**config.mk**
```make
export PLATFORM = sky130hd
export DESIGN_NAME = ahb_two_master_arbiter
export DESIGN_NICKNAME = d
export VERILOG_FILES = /design/src/rtl/ahb_two_master_arbiter.sv
export SDC_FILE = /design/constraint.sdc
export NUM_CORES = 1
export LEC_CHECK = 0
export BUFFER_PORTS_ARGS = -buffer_cell sky130_fd_sc_hd__buf_4
export CORE_MARGIN = 4
export CORE_UTILIZATION = 30
export DETAILED_ROUTE_END_ITERATION = 10
export PLACE_DENSITY_LB_ADDON = 0.15
export SKIP_CTS_REPAIR_TIMING = 1
export SLEW_MARGIN = 15
export SYNTH_ARGS = -nofsm -noshare
export SYNTH_HDL_FRONTEND = slang
export SYNTH_SLANG_ARGS = --single-unit
```
**constraint.sdc**
```tcl
create_clock -name HCLK -period 1.9 [get_ports HCLK]
set_input_delay 0.38 -clock HCLK [delete_from_list [all_inputs] [get_ports HCLK]]
set_output_delay 0.38 -clock HCLK [all_outputs]
set_load 0.03 [all_outputs]
```
**src/rtl/ahb_two_master_arbiter.sv**
```systemverilog
// Two-master AHB arbiter and bus multiplexer: round-robin grant with a burst-beat
// limit and locked transfers, address/control muxed by HMASTER and write data by the data-phase owner.
module ahb_two_master_arbiter #(
    parameter int unsigned AWIDTH         = 10,
    parameter bit          DEFAULT_MASTER = 1'b0,
    parameter int unsigned MAXBEATS       = 16
) (
    input  logic              HCLK,
    input  logic              HRESET,
    input  logic              HBUSREQ0,
    input  logic              HBUSREQ1,
    input  logic              HLOCK0,
    input  logic              HLOCK1,
    input  logic [1:0]        HTRANS0,
    input  logic [1:0]        HTRANS1,
    input  logic [AWIDTH-1:0] HADDR0,
    input  logic [AWIDTH-1:0] HADDR1,
    input  logic              HWRITE0,
    input  logic              HWRITE1,
    input  logic [2:0]        HSIZE0,
    input  logic [2:0]        HSIZE1,
    input  logic [2:0]        HBURST0,
    input  logic [2:0]        HBURST1,
    input  logic [3:0]        HPROT0,
    input  logic [3:0]        HPROT1,
    input  logic [31:0]       HWDATA0,
    input  logic [31:0]       HWDATA1,
    input  logic              HREADY,
    output logic              HGRANT0,
    output logic              HGRANT1,
    output logic              HMASTER,
    output logic              HMASTLOCK,
    output logic [1:0]        HTRANS,
    output logic [AWIDTH-1:0] HADDR,
    output logic              HWRITE,
    output logic [2:0]        HSIZE,
    output logic [2:0]        HBURST,
    output logic [3:0]        HPROT,
    output logic [31:0]       HWDATA
);

    localparam logic [1:0] TRANS_IDLE   = 2'b00;
    localparam logic [1:0] TRANS_NONSEQ = 2'b10;
    localparam logic [1:0] TRANS_SEQ    = 2'b11;
    localparam bit         LIMIT_EN     = (MAXBEATS != 0);
    localparam logic [7:0] BEAT_LIMIT   = 8'(MAXBEATS);
    localparam logic [7:0] CNT_MAX      = 8'hFF;

    logic       gnt;
    logic       dmaster;
    logic [7:0] cnt;

    logic [1:0] busreq;
    logic [1:0] lock;
    logic       locked;
    logic       limit_hit;
    logic       arb_ok;
    logic       beat;
    logic       next_gnt;

    assign busreq  = {HBUSREQ1, HBUSREQ0};
    assign lock    = {HLOCK1, HLOCK0};
    assign HGRANT0 = ~gnt;
    assign HGRANT1 = gnt;

    // Address/control phase follows the address-phase owner
    always_comb begin
        HTRANS = HTRANS0;
        HADDR  = HADDR0;
        HWRITE = HWRITE0;
        HSIZE  = HSIZE0;
        HBURST = HBURST0;
        HPROT  = HPROT0;
        if (HMASTER) begin
            HTRANS = HTRANS1;
            HADDR  = HADDR1;
            HWRITE = HWRITE1;
            HSIZE  = HSIZE1;
            HBURST = HBURST1;
            HPROT  = HPROT1;
        end
    end

    // Write data lags one accepted transfer behind the address phase
    assign HWDATA = dmaster ? HWDATA1 : HWDATA0;

    // Round-robin next grant: the current holder loses a tie once arbitration opens
    always_comb begin
        locked    = lock[gnt] & busreq[gnt];
        limit_hit = LIMIT_EN && (cnt >= BEAT_LIMIT);
        arb_ok    = !locked &&
                    (!busreq[gnt] || ((HMASTER == gnt) && (HTRANS == TRANS_IDLE)) || limit_hit);
        beat      = (HMASTER == gnt) && ((HTRANS == TRANS_NONSEQ) || (HTRANS == TRANS_SEQ));
        next_gnt  = gnt;
        if (arb_ok) begin
            if (busreq[~gnt]) begin
                next_gnt = ~gnt;
            end else if (busreq[gnt]) begin
                next_gnt = gnt;
            end else begin
                next_gnt = DEFAULT_MASTER;
            end
        end
    end

    // Ownership pipeline: grant -> address phase -> data phase, all frozen by wait states
    always_ff @(posedge HCLK or posedge HRESET) begin
        if (HRESET) begin
            gnt       <= DEFAULT_MASTER;
            HMASTER   <= DEFAULT_MASTER;
            dmaster   <= DEFAULT_MASTER;
            HMASTLOCK <= 1'b0;
            cnt       <= 8'd0;
        end else if (HREADY) begin
            dmaster   <= HMASTER;
            HMASTER   <= gnt;
            HMASTLOCK <= lock[gnt];
            gnt       <= next_gnt;
            if (next_gnt != gnt) begin
                cnt <= 8'd0;
            end else if (beat && (cnt != CNT_MAX)) begin
                cnt <= cnt + 8'd1;
            end
        end
    end

endmodule

```
=== After elaboration in Yosys (flattened, before gate mapping) ===
Cells that the tools add are included.

* Input port bits: 117
* Bits in registers: 12
* Word-level logic and storage cells: 46
* Output and inout port bits: 59

* Add/subtract/negate cells: 1
* Reduce and logical (&&, ||, !) cells: 12
* Multiplexer cells: 18
* $lt $le $gt $ge: 3
* Equality and inequality tests: 5
* Bitwise logic cells: 2

{| class="wikitable"
|+ Operator list
! kind !! number
|-
| two-way mux 32 bit || 1
|-
| two-way mux 8 bit || 2
|-
| two-way mux 1 bit || 10
|-
| two-way mux 10 bit || 1
|-
| adder 8 x 1 -> 8 bit, second input constant || 1
|-
| greater-or-equal comparator 8 x 5 -> 1 bit, second input constant || 1
|-
| != test 8 bit, second input constant || 1
|-
| two-way mux 3 bit || 2
|-
| equality test 2 bit, second input constant || 2
|-
| logical AND 1 bit || 4
|-
| < comparator 1 x 2 -> 1 bit, second input constant || 2
|-
| two-way mux 4 bit || 1
|-
| logical OR 1 bit || 3
|-
| zero test 1 bit || 2
|-
| zero test 2 bit || 1
|-
| two-way mux 2 bit || 1
|-
| AND reduction 2 bit || 1
|-
| nonzero test 2 bit || 1
|-
| bitwise AND 1 bit || 1
|-
| equality test 1 bit || 1
|-
| != test 1 bit || 1
|-
| inverter 1 bit || 1
|}

=== Logic depth before layout (Yosys ltp) ===
Gate-level depths: netlist of run 1.

* Word-level depth: 10
* Gate-level depth with buffers: 6
* Gate-level depth less buffers: 6

=== Worst setup path after synthesis of run 1 ===
OpenSTA, ideal clock, no wires.

* Path kind: reg-to-reg
* From: reg HMASTER
* To: reg cnt[0]
* Stages on the path, launching flop included: 7
* Setup time: 0.125 ns
* Path slack: -0.039 ns
* Period minus slack after synthesis: 1.939 ns
* Buffers on the path: 1
* Arrival: 1.815 ns
* Cell sequence: dfrtp_1 > buf_6 > nor4_1 > nor4_2 > o21ai_2 > o21ai_1 > mux2_2

* Longest elaborated chain between the ends: 10
* Elaborated cells on any way between the ends: 17
* Classes of those cells: eq/ne: 4; mux: 3; reduce/logical: 10

{| class="wikitable"
|+ RTL lines
! element !! line !! RTL
|-
| from (decl) || 31 || <nowiki>output logic HMASTER,</nowiki>
|-
| from (signal assigned) || 116 || <nowiki>HMASTER <= gnt;</nowiki>
|-
| two-way mux 2 bit || 74 || <nowiki>if (HMASTER) begin</nowiki>
|-
| zero test 2 bit || 92 || <nowiki>(!busreq[gnt] || ((HMASTER == gnt) && (HTRANS == TRANS_IDLE)) || limit_hit);</nowiki>
|-
| logical AND 1 bit || 92 ||
|-
| logical OR 1 bit (2 in a row) || 92 ||
|-
| logical AND 1 bit || 91 || <nowiki>arb_ok = !locked &&</nowiki>
|-
| two-way mux 1 bit || 95 || <nowiki>if (arb_ok) begin</nowiki>
|-
| != test 1 bit || 119 || <nowiki>if (next_gnt != gnt) begin</nowiki>
|-
| nonzero test 2 bit (no source line) || -- ||
|-
| AND reduction 2 bit (no source line) || -- ||
|-
| to (signal assigned) || 122 || <nowiki>cnt <= cnt + 8'd1;</nowiki>
|-
| to (decl) || 51 || <nowiki>logic [7:0] cnt;</nowiki>
|}

Parallel ways exist; a longest one is shown, timed or not.
A chain may end at the register's enable or synchronous reset.

=== Final worst setup path of run 1 ===
* From: reg HMASTER
* To: out HPROT[3]

* Longest elaborated chain between the ends: 1

{| class="wikitable"
|+ RTL lines
! element !! line !! RTL
|-
| two-way mux 4 bit || 74 ||
|-
| to (decl) || 38 || <nowiki>output logic [3:0] HPROT,</nowiki>
|}

No other way between the ends.

==> results of run 1 <==
[cell usage after synthesis (all sizes together) (2+ instances only)]
cell type	n	area share, %
mux2	58	45
dfrtp	12	21
clkbuf	8	2.8
nor2	8	2.2
o21ai	8	3.0
nor3	7	2.8
a22o	6	3.8
inv	6	1.6
nand3	4	1.4
a21oi	3	1.0
and2b	3	1.6
nand2	3	0.78
nor4	3	1.7
and3	2	1.0
ha	2	1.7
mux2i	2	1.4
o22ai	2	1.3
[area by class of cell]
class / count / area, sq um
fill: 424 / 1760
clock buffer: 4 / 55.1
timing repair buffer: 183 / 1390
tap: 54 / 67.6
sequential: 12 / 302
multi-input combinational: 121 / 1090
inverter: 6 / 22.5
[logic make-up after synthesis]
group,Yosys count
buffers and inverters,15
DFF,12
muxes,60
and+or+nand+nor,36
adders and majority gates,2
AOI/OAI and AO/OA,22
[metrics by stage]
step	cell area [sq um]	power, mW	setup slack, ns	TNS [ns]
after CTS	2900	2.03	-0.0451	-0.726
after global routing	2930	2.13	0.00441	0
after floorplan	1450	1.18	0.0281	0
final	2930	2.04	0.0992	0
after detailed placement	2850	1.73	-0.00441	-0.00441
after global placement	2850	1.72	0.0675	0
[per-layer routing]
metal	track usage [%]	vias to the layer above	wire [um]
li1	-	908	-
met1	21.1	815	2340
met2	34.4	116	3240
met3	5.68	11	671
met4	7.30	0	144
met5	0	-	0
[power breakdown]
group / internal [mW] / switching [mW] / total [mW] / leakage (nW)
sequential: 0.288 / 0.0452 / 0.333 / 0.156
combinational: 0.685 / 0.730 / 1.42 / 1.27
clock: 0.184 / 0.108 / 0.292 / 0.0288
[registers in the layout (all words and copies together) (netlist names)]
register and cells:
cnt 8, HGRANT1 1, HMASTER 1, HMASTLOCK 1, dmaster 1
[worst paths after layout]
path / start / end / depth (start not counted) / slack [ns]
hold / removal: HRESET / dmaster / 2 / 0.14
min in group HCLK: HBUSREQ1 / HGRANT1 / 3 / 0.41
hold reg to reg: HMASTLOCK / HMASTLOCK / 2 / 0.55
setup reg to reg: HGRANT1 / cnt[0] / 5 / 0.12
setup / recovery: HMASTER / HPROT[3] / 3 / 0.1
max in group asynchronous: HRESET / HMASTER / 2 / 1.41
==> key figures, run 1 <==
Floorplan
  • Core Rows: 25
  • Core area: 4690 sq um
  • Die area: 6000 sq um
  • Starting Density: 30.9%
  • Die Width: slightly below 80 um
  • Die height: 77.5 um
  • IO Pins: roughly 180

Layout
  • Final Non-Filler Cells: 380
  • # diodes: 0
  • Nets: 446
  • Share of layout cells above drive strength 1: 79.4%
  • Synthesis-to-finish area growth: 103%
  • Most common cell after layout, fill and taps aside: buf_4
  • Share of the core filled with cells: approximately 63%
  • Commonest non-fill, non-tap cells in the layout: 181 x buf_4, 58 x mux2_2, 11 x dfrtp_1, 7 x nor2_1

Drt
  • Drt via density: between 4 and 5
  • Starting DRT DRC Count: 39
  • Final wirelength: 6400 um
  • TritonRoute pass-1 iters: 4
  • DR DRC count: 0
  • Vias: 1,850
  • Antenna viol nets, final: 0
  • DR WL/cell: 16.8 um

Critical path
  • Crit path launch type: register
  • Crit path DAT: ~1.4 ns
  • Worst-path cell chain: buf_8 > mux2_2 > buf_4
  • Crit path required time: 1.52 ns
  • Max FO, Critical Path: 22
  • Setup crit end kind: primary output
  • CP Buf/Inv Count: 2
  • Kind of critical path: register to primary output
  • Largest delay share family, worst path: flip-flops
  • Slowest cell on crit path: dfrtp_2
  • CP max stage delay: 0.43 ns

Timing
  • Worst-margin pin slew: 0.471 ns
  • RSZ-0062 raised after global routing: no
  • Achievable Freq: about 0.56 GHz
  • Minimum clock period: about 1.8 ns
  • Clock skew: 0.000535 ns
  • Final hold vios: 0
  • Worst Hold Margin: between 0.1 and 0.15 ns
  • Relative slew slack: around two thirds
  • Pins Over Slew Limit: 0
  • Fin crit share: 94.8%
  • # setup viols final: 0

CTS
  • CTS root buf: clkbuf_8
  • Reg clk slew, reported paths: 0.06 ns
  • CTS max path bufs: 2
  • Worst skew pair latency: 0.25 ns
  • # clock sinks: 12
  • TritonCTS Buffers: 3
  • CTS H-tree lvls: 1
  • CTS tree: yes

Placed design
  • Cells after DPL: 374
  • Post-DP HPWL: 5370 um
  • IO buf count: 175
  • RD Place Congestion: 0.793

Pwr
  • VDD IR-drop max: 0.364 mV
  • Power per cell area: 695 nW/um^2
  • Lkg Pwr: 1.46 nW

Logic synthesis
  • Most common flop cell mapped by yosys: dfrtp_1
  • Compound-Gate Fraction of Synth Area: 10.9%
  • Simple-gate portion of the synthesized area: 15.0%
  • Largest family of logic cells by synthesized area: multiplexers
  • Post-Syn Area: 1450 sq um
  • Fraction of registers with async set/reset: 100%
  • Mapped Avg Cell Area: slightly below 10 sq um
  • Adder-cell share of the synthesized area: 1.73%
  • Synth Area in XOR/XNOR: 0%
  • Post-synthesis cell type count: 36
  • Proportion of synthesized area in mux cells: between 40 and 50%
  • YS warnings: 0
  • Seq cells post-synth: 12
  • Register area share after synthesis: 20.7%
  • Synth Net Count: 266
  • Cells after Synth: 147
  • EDFF count, synth: 0

Global route
  • Initial antenna violation count: 0
  • Vias in the first global route: about 1.8k
  • Largest net degree at the start of global routing: 34
  • Gr usage total: 19.1%
  • Global-route wire length before repair: 9260 um
  • Aggregate global routing overflow: 0

Run
  • Max cap viols: 0

Status
  • Status: finished, final reports clean

Worst hold path
  • Worst Hold Class: input pin to asynchronous set/reset pin
Power figures use the tool's default switching activity.
==> run 2, diff against run 1 <==
- CORE_UTILIZATION: 30 -> 36
- clock period: 1.9 -> 2.15 ns (I/O delays scaled with it)
==> run 2 against run 1 <==
  * Routed wire length up 7.4%
  * Global-route usage up 5.4 points
  * Via count about the same
  * Cell count down 3.2%
  * Worst hold slack better by 0.065 ns
  * Clock power down 15%
  * Die area down 15%
  * Highest routed layer unchanged
  * Critical path type unchanged
==> key figures, run 2 (synthesis gave the netlist of run 1 again) <==
Status
  • Status: finished, final reports clean

Floorplan
  • Starting Density: 38.4% (+7.5 points)
  • Core area: 3770 sq um (-20%)
  • Core Rows: 22 (-12%)
  • Die height: 71.4 um (-7.8%)
  • IO Pins: 176 (unchanged)
  • Die area: 5100 sq um (-15%)
  • Die Width: 71.4 um (-7.8%)

Timing
  • Worst Hold Margin: 0.210 ns (+0.0654 ns)
  • Achievable Freq: 0.486 GHz
  • Minimum clock period: 2.06 ns
  • Clock skew: 0.00638 ns (+0.00584 ns)
  • RSZ-0062 raised after global routing: no
  • Final hold vios: 0 (unchanged)
  • Worst-margin pin slew: 0.485 ns (+0.0145 ns)
  • # setup viols final: 0 (unchanged)
  • Relative slew slack: 67.6% (-0.97 points)
  • Pins Over Slew Limit: 0 (unchanged)
  • Fin crit share: 95.7%
  • Final setup margin: 0.0922 ns (-0.00702 ns)
  • Setup TNS: 0 ns (unchanged)

Pwr
  • Logic pwr share: 69.9% (+0.5 points)
  • Power per cell area: 622 nW/um^2 (-11%)
  • Lkg Pwr: 1.43 nW (-2.3%)
  • Clock Power Share: 13.8% (-0.5 points)
  • Pint: 1.01 mW (-13%)
  • VDD IR-drop max: 0.446 mV (+22%)
  • Sw power: 0.777 mW (-12%)
  • Sequential power share: 16.3% (about the same)
  • Sw Share: 43.6% (+0.27 points)

Drt
  • Antenna viol nets, final: 0 (unchanged)
  • Met1 WL: 2500 um (+7.1%)
  • Vias: 1,849 (-0.054%)
  • Starting DRT DRC Count: 55 (+41%)
  • DR WL/cell: 18.7 um (+11%)
  • Drt via density: 5.02 (+3.2%)
  • DR top layer: met4
  • Final wirelength: 6870 um (+7.4%)
  • TritonRoute pass-1 iters: 4 (unchanged)
  • WL met3: 881 um (+31%)
  • Met2 wire len: 3380 um (+4.3%)
  • DR DRC count: 0 (unchanged)

Critical path
  • Setup crit end kind: primary output
  • Crit path required time: 1.72 ns (+0.20 ns)
  • Kind of critical path: register to primary output
  • Crit path launch type: register
  • Crit path DAT: 1.63 ns (+0.21 ns)
  • Max FO, Critical Path: 22 (unchanged)

CTS
  • CTS tree: yes
  • CTS root buf: clkbuf_8
  • Worst skew pair latency: 0.24 ns (about the same)
  • CTS max path bufs: 2 (unchanged)
  • Reg clk slew, reported paths: 0.06 ns (about the same)
  • TritonCTS Buffers: 3 (unchanged)
  • # clock sinks: 12 (unchanged)
  • CTS H-tree lvls: 1 (unchanged)

Global route
  • Vias in the first global route: 1,897 (+5.6%)
  • Largest net degree at the start of global routing: 34 (unchanged)
  • Gr usage total: 24.6% (+5.4 points)
  • Initial antenna violation count: 0 (unchanged)
  • Aggregate global routing overflow: 0 (unchanged)
  • Global-route wire length before repair: 9940 um (+7.4%)

Layout
  • Synthesis-to-finish area growth: 98.0%
  • Commonest non-fill, non-tap cells in the layout: 177 x buf_4, 58 x mux2_2, 12 x dfrtp_1, 7 x nor2_1
  • # diodes: 0 (unchanged)
  • Share of layout cells above drive strength 1: 79.1% (-0.39 points)
  • Max reg flops: 8 (unchanged)
  • Final Non-Filler Cells: 368 (-3.2%)
  • Largest register by flop count: cnt
  • Nets: 440 (-1.3%)
  • Most common cell after layout, fill and taps aside: buf_4

Placed design
  • Post-DP HPWL: 5860 um (+9.2%)
  • RD Place Congestion: 0.843 (+6.3%)
  • Pre-CTS WS: 0.128 ns (+0.132 ns)
  • IO buf count: 175 (unchanged)
  • Cells after DPL: 364 (-2.7%)

Run
  • Max cap viols: 0 (unchanged)

Worst hold path
  • Worst Hold Class: input pin to asynchronous set/reset pin
run 2: changes by cell type in the layout (fill, tap and decap cells not counted), sizes merged:
cell,previous run,this run
o21ai,9,8
buf,183,178
run 2: worst paths after layout:
kind | to | slack, ns | cells after the start | from
min in group HCLK | HMASTLOCK | 0.46 | 2 | HREADY
setup / recovery | HBURST[1] | 0.09 | 3 | HMASTER
max in group asynchronous | cnt[6] | 1.61 | 2 | HRESET
hold reg to reg | HMASTLOCK | 0.53 | 2 | HMASTLOCK
hold / removal | cnt[7] | 0.21 | 2 | HRESET
setup reg to reg | cnt[4] | 0.14 | 5 | cnt[4]
run 2: layer usage:
metal	track usage, %	up-vias
met5	0	-
met1	26.9	833
met4	4.59	0
li1	-	897
met2	43.5	109
met3	11.5	10
run 2: power by group through the flow:
stage	Clock, mW	Combinational, mW	Sequential, mW
floorplan	0	0.743	0.296
global placement	0	1.24	0.292
detailed placement	0	1.24	0.293
CTS	0.245	1.25	0.290
global route	0.262	1.31	0.296
finish	0.247	1.25	0.290
run 2: final cells by class:
type | instances | area [sq um]
multi-input cells | 120 | 1080
fillers | 278 | 905
inverters | 6 | 22.5
clock buffers | 4 | 55.1
repair buffers | 178 | 1350
flip-flops and latches | 12 | 300
well taps | 48 | 60.1
run 2: stage by stage:
stage	util, %	power (mW)	area [sq um]
after detailed placement	74.4	1.54	2810
after CTS	75.8	1.78	2860
final	76.0	1.78	2870
after floorplan	-	1.04	1450
after global placement	74.4	1.53	2810
after global routing	76.0	1.87	2870
run 2: worst max-delay path, stage by stage (launching register included):
cell     delay, ns
dfrtp_1       0.49
buf_4         0.34
mux2_2        0.38
buf_4         0.17
==> run 3, diff against run 2 <==
- CELL_PAD_IN_SITES_DETAIL_PLACEMENT: default -> 0
- CELL_PAD_IN_SITES_GLOBAL_PLACEMENT: default -> 2
- CORE_UTILIZATION: 36 -> 17
- CTS_BUF_LIST: default -> sky130_fd_sc_hd__clkbuf_8
==> run 3 against run 2 <==
  * Die area up 97%
  * Global-route usage shrank 12 points
  * Worst hold slack lost 0.0016 ns
  * Clock power down 17%
  * Setup slack better by 0.043 ns
  * Clock skew about the same
  * Flip-flop and latch count did not move
  * Fmax up 2.1%
  * Core utilization shrank 40 points
  * Power shrank 2.2%
  * Critical path type is now register to register
  * Critical endpoint is now cnt[4]
==> key figures, run 3 (synthesis gave the netlist of run 1 again) <==
Status
  • Status: finished, final reports clean

Drt
  • Vias: 1,849 (unchanged)
  • DR DRC count: 0 (unchanged)
  • Drt via density: 4.31 (-14%)
  • Final wirelength: 7270 um (+5.7%)
  • Starting DRT DRC Count: 25 (-55%)
  • Antenna viol nets, final: 0 (unchanged)
  • TritonRoute pass-1 iters: 4 (unchanged)
  • DR WL/cell: 16.9 um (-9.3%)

CTS
  • TritonCTS Buffers: 3 (unchanged)
  • CTS max path bufs: 2 (unchanged)
  • CTS tree: yes
  • CTS root buf: clkbuf_8
  • Reg clk slew, reported paths: 0.05 ns (about the same)
  • CTS H-tree lvls: 1 (unchanged)
  • Worst skew pair latency: 0.24 ns (about the same)
  • # clock sinks: 12 (unchanged)

Global route
  • Vias in the first global route: 1,789 (-5.7%)
  • Global-route wire length before repair: 10,000 um (+0.98%)
  • Initial antenna violation count: 0 (unchanged)
  • Aggregate global routing overflow: 0 (unchanged)
  • Gr usage total: 12.8% (-12 points)
  • Largest net degree at the start of global routing: 26 (-24%)

Layout
  • Max reg flops: 8 (unchanged)
  • Nets: 445 (+1.1%)
  • Commonest non-fill, non-tap cells in the layout: 183 x buf_4, 58 x mux2_2, 12 x dfrtp_1, 7 x nor2_1
  • Largest register by flop count: cnt
  • Fin area: 2940 sq um (+2.7%)
  • Most common cell after layout, fill and taps aside: buf_4
  • Share of layout cells above drive strength 1: 79.0% (about the same)
  • Final Non-Filler Cells: 429 (+17%)
  • # diodes: 0 (unchanged)
  • Synthesis-to-finish area growth: 103%
  • Share of the core filled with cells: 35.6% (-40 points)
  • # fillers: 874 (+210%)

Critical path
  • Setup crit end kind: register
  • Max FO, Critical Path: 9 (-59%)
  • Crit path DAT: 2.20 ns (+0.57 ns)
  • R2r setup slk: 0.14 ns (about the same)
  • Kind of critical path: register to register
  • R2R Path End: cnt[4]
  • Crit path required time: 2.33 ns (+0.61 ns)
  • Reg2Reg Depth: 5 (unchanged)
  • CP max stage delay: 0.57 ns (+0.08 ns)
  • Worst-path cell chain: or4_4 > nor4_2 > o21ai_2 > nor2_2 > a22o_2
  • Reg2reg start: cnt[5]
  • Crit path launch: cnt[5]
  • Crit path launch type: register
  • Slowest cell on crit path: or4_4

Floorplan
  • Core Rows: 33 (+50%)
  • Die Width: 100 um (+40%)
  • Die area: 10,100 sq um (+97%)
  • IO Pins: 176 (unchanged)
  • Die height: 100 um (+40%)
  • Core area: 8260 sq um (+120%)
  • Starting Density: 17.5% (-21 points)

Timing
  • Final hold vios: 0 (unchanged)
  • Clock skew: 0.00663 ns (+0.000256 ns)
  • Achievable Freq: 0.496 GHz (+2.1%)
  • Fin crit share: 93.7% (-2.0 points)
  • Worst-margin pin slew: 0.484 ns (-0.00138 ns)
  • RSZ-0062 raised after global routing: no
  • Relative slew slack: 67.7% (+0.092 points)
  • Final setup margin: 0.135 ns (+0.0430 ns)
  • Minimum clock period: 2.01 ns (-0.0430 ns)
  • Worst Hold Margin: 0.208 ns (-0.00163 ns)
  • Pins Over Slew Limit: 0 (unchanged)
  • Setup TNS: 0 ns (unchanged)
  • # setup viols final: 0 (unchanged)

Placed design
  • IO buf count: 175 (unchanged)
  • RD Place Congestion: 0.767 (-9.1%)
  • Post-DP HPWL: 6320 um (+7.9%)
  • Placed Area: 2900 sq um (+3.4%)
  • Cells after DPL: 426 (+17%)
  • Pre-CTS WS: 0.140 ns (+0.0126 ns)

Pwr
  • Lkg Pwr: 1.44 nW (+0.89%)
  • Power per cell area: 592 nW/um^2 (-4.8%)
  • Pwr Total: 1.74 mW (-2.2%)
  • VDD IR-drop max: 0.213 mV (-52%)

Worst hold path
  • Worst Hold Class: input pin to asynchronous set/reset pin

Run
  • Max cap viols: 0 (unchanged)
[run 3: per-layer routing]
layer  GRT usage, %  routed length [um]
met1           14.1                2500
met3           3.68                 703
met2           23.9                3950
met5              0                   0
met4           3.52                 121
[run 3: report_power, final]
part	leakage (nW)	switching (mW)	internal, mW
sequential	0.157	0.0279	0.254
clock	0.0216	0.0808	0.123
combinational	1.26	0.657	0.600
total	1.44	0.766	0.977
[run 3: layout make-up]
class | instances | area, sq um | area share (%)
clock buffers | 3 | 41.3 | 1.40
flip-flops and latches | 12 | 300 | 10.2
multi-input cells | 120 | 1070 | 36.5
inverters | 6 | 22.5 | 0.765
repair buffers | 183 | 1370 | 46.7
well taps | 105 | 131 | 4.46
[run 3: how the worst max path moves through the flow]
stage / to / slack [ns] / cells after the start
after floorplan: cnt[0] / 0.21 / 6
after global placement: cnt[4] / 0.16 / 5
after detailed placement: cnt[0] / 0.14 / 7
after CTS: cnt[4] / 0.13 / 5
after global routing: cnt[4] / 0.02 / 5
final: cnt[4] / 0.14 / 5
[run 3: worst max-delay path, delay by kind of cell, from the launching register on]
| kind | cells | cell delay (ns) |
|---|---|---|
| AND/OR/NAND/NOR | 3 | 1.14 |
| flip-flops | 1 | 0.43 |
| AO/OA/AOI/OAI | 2 | 0.39 |
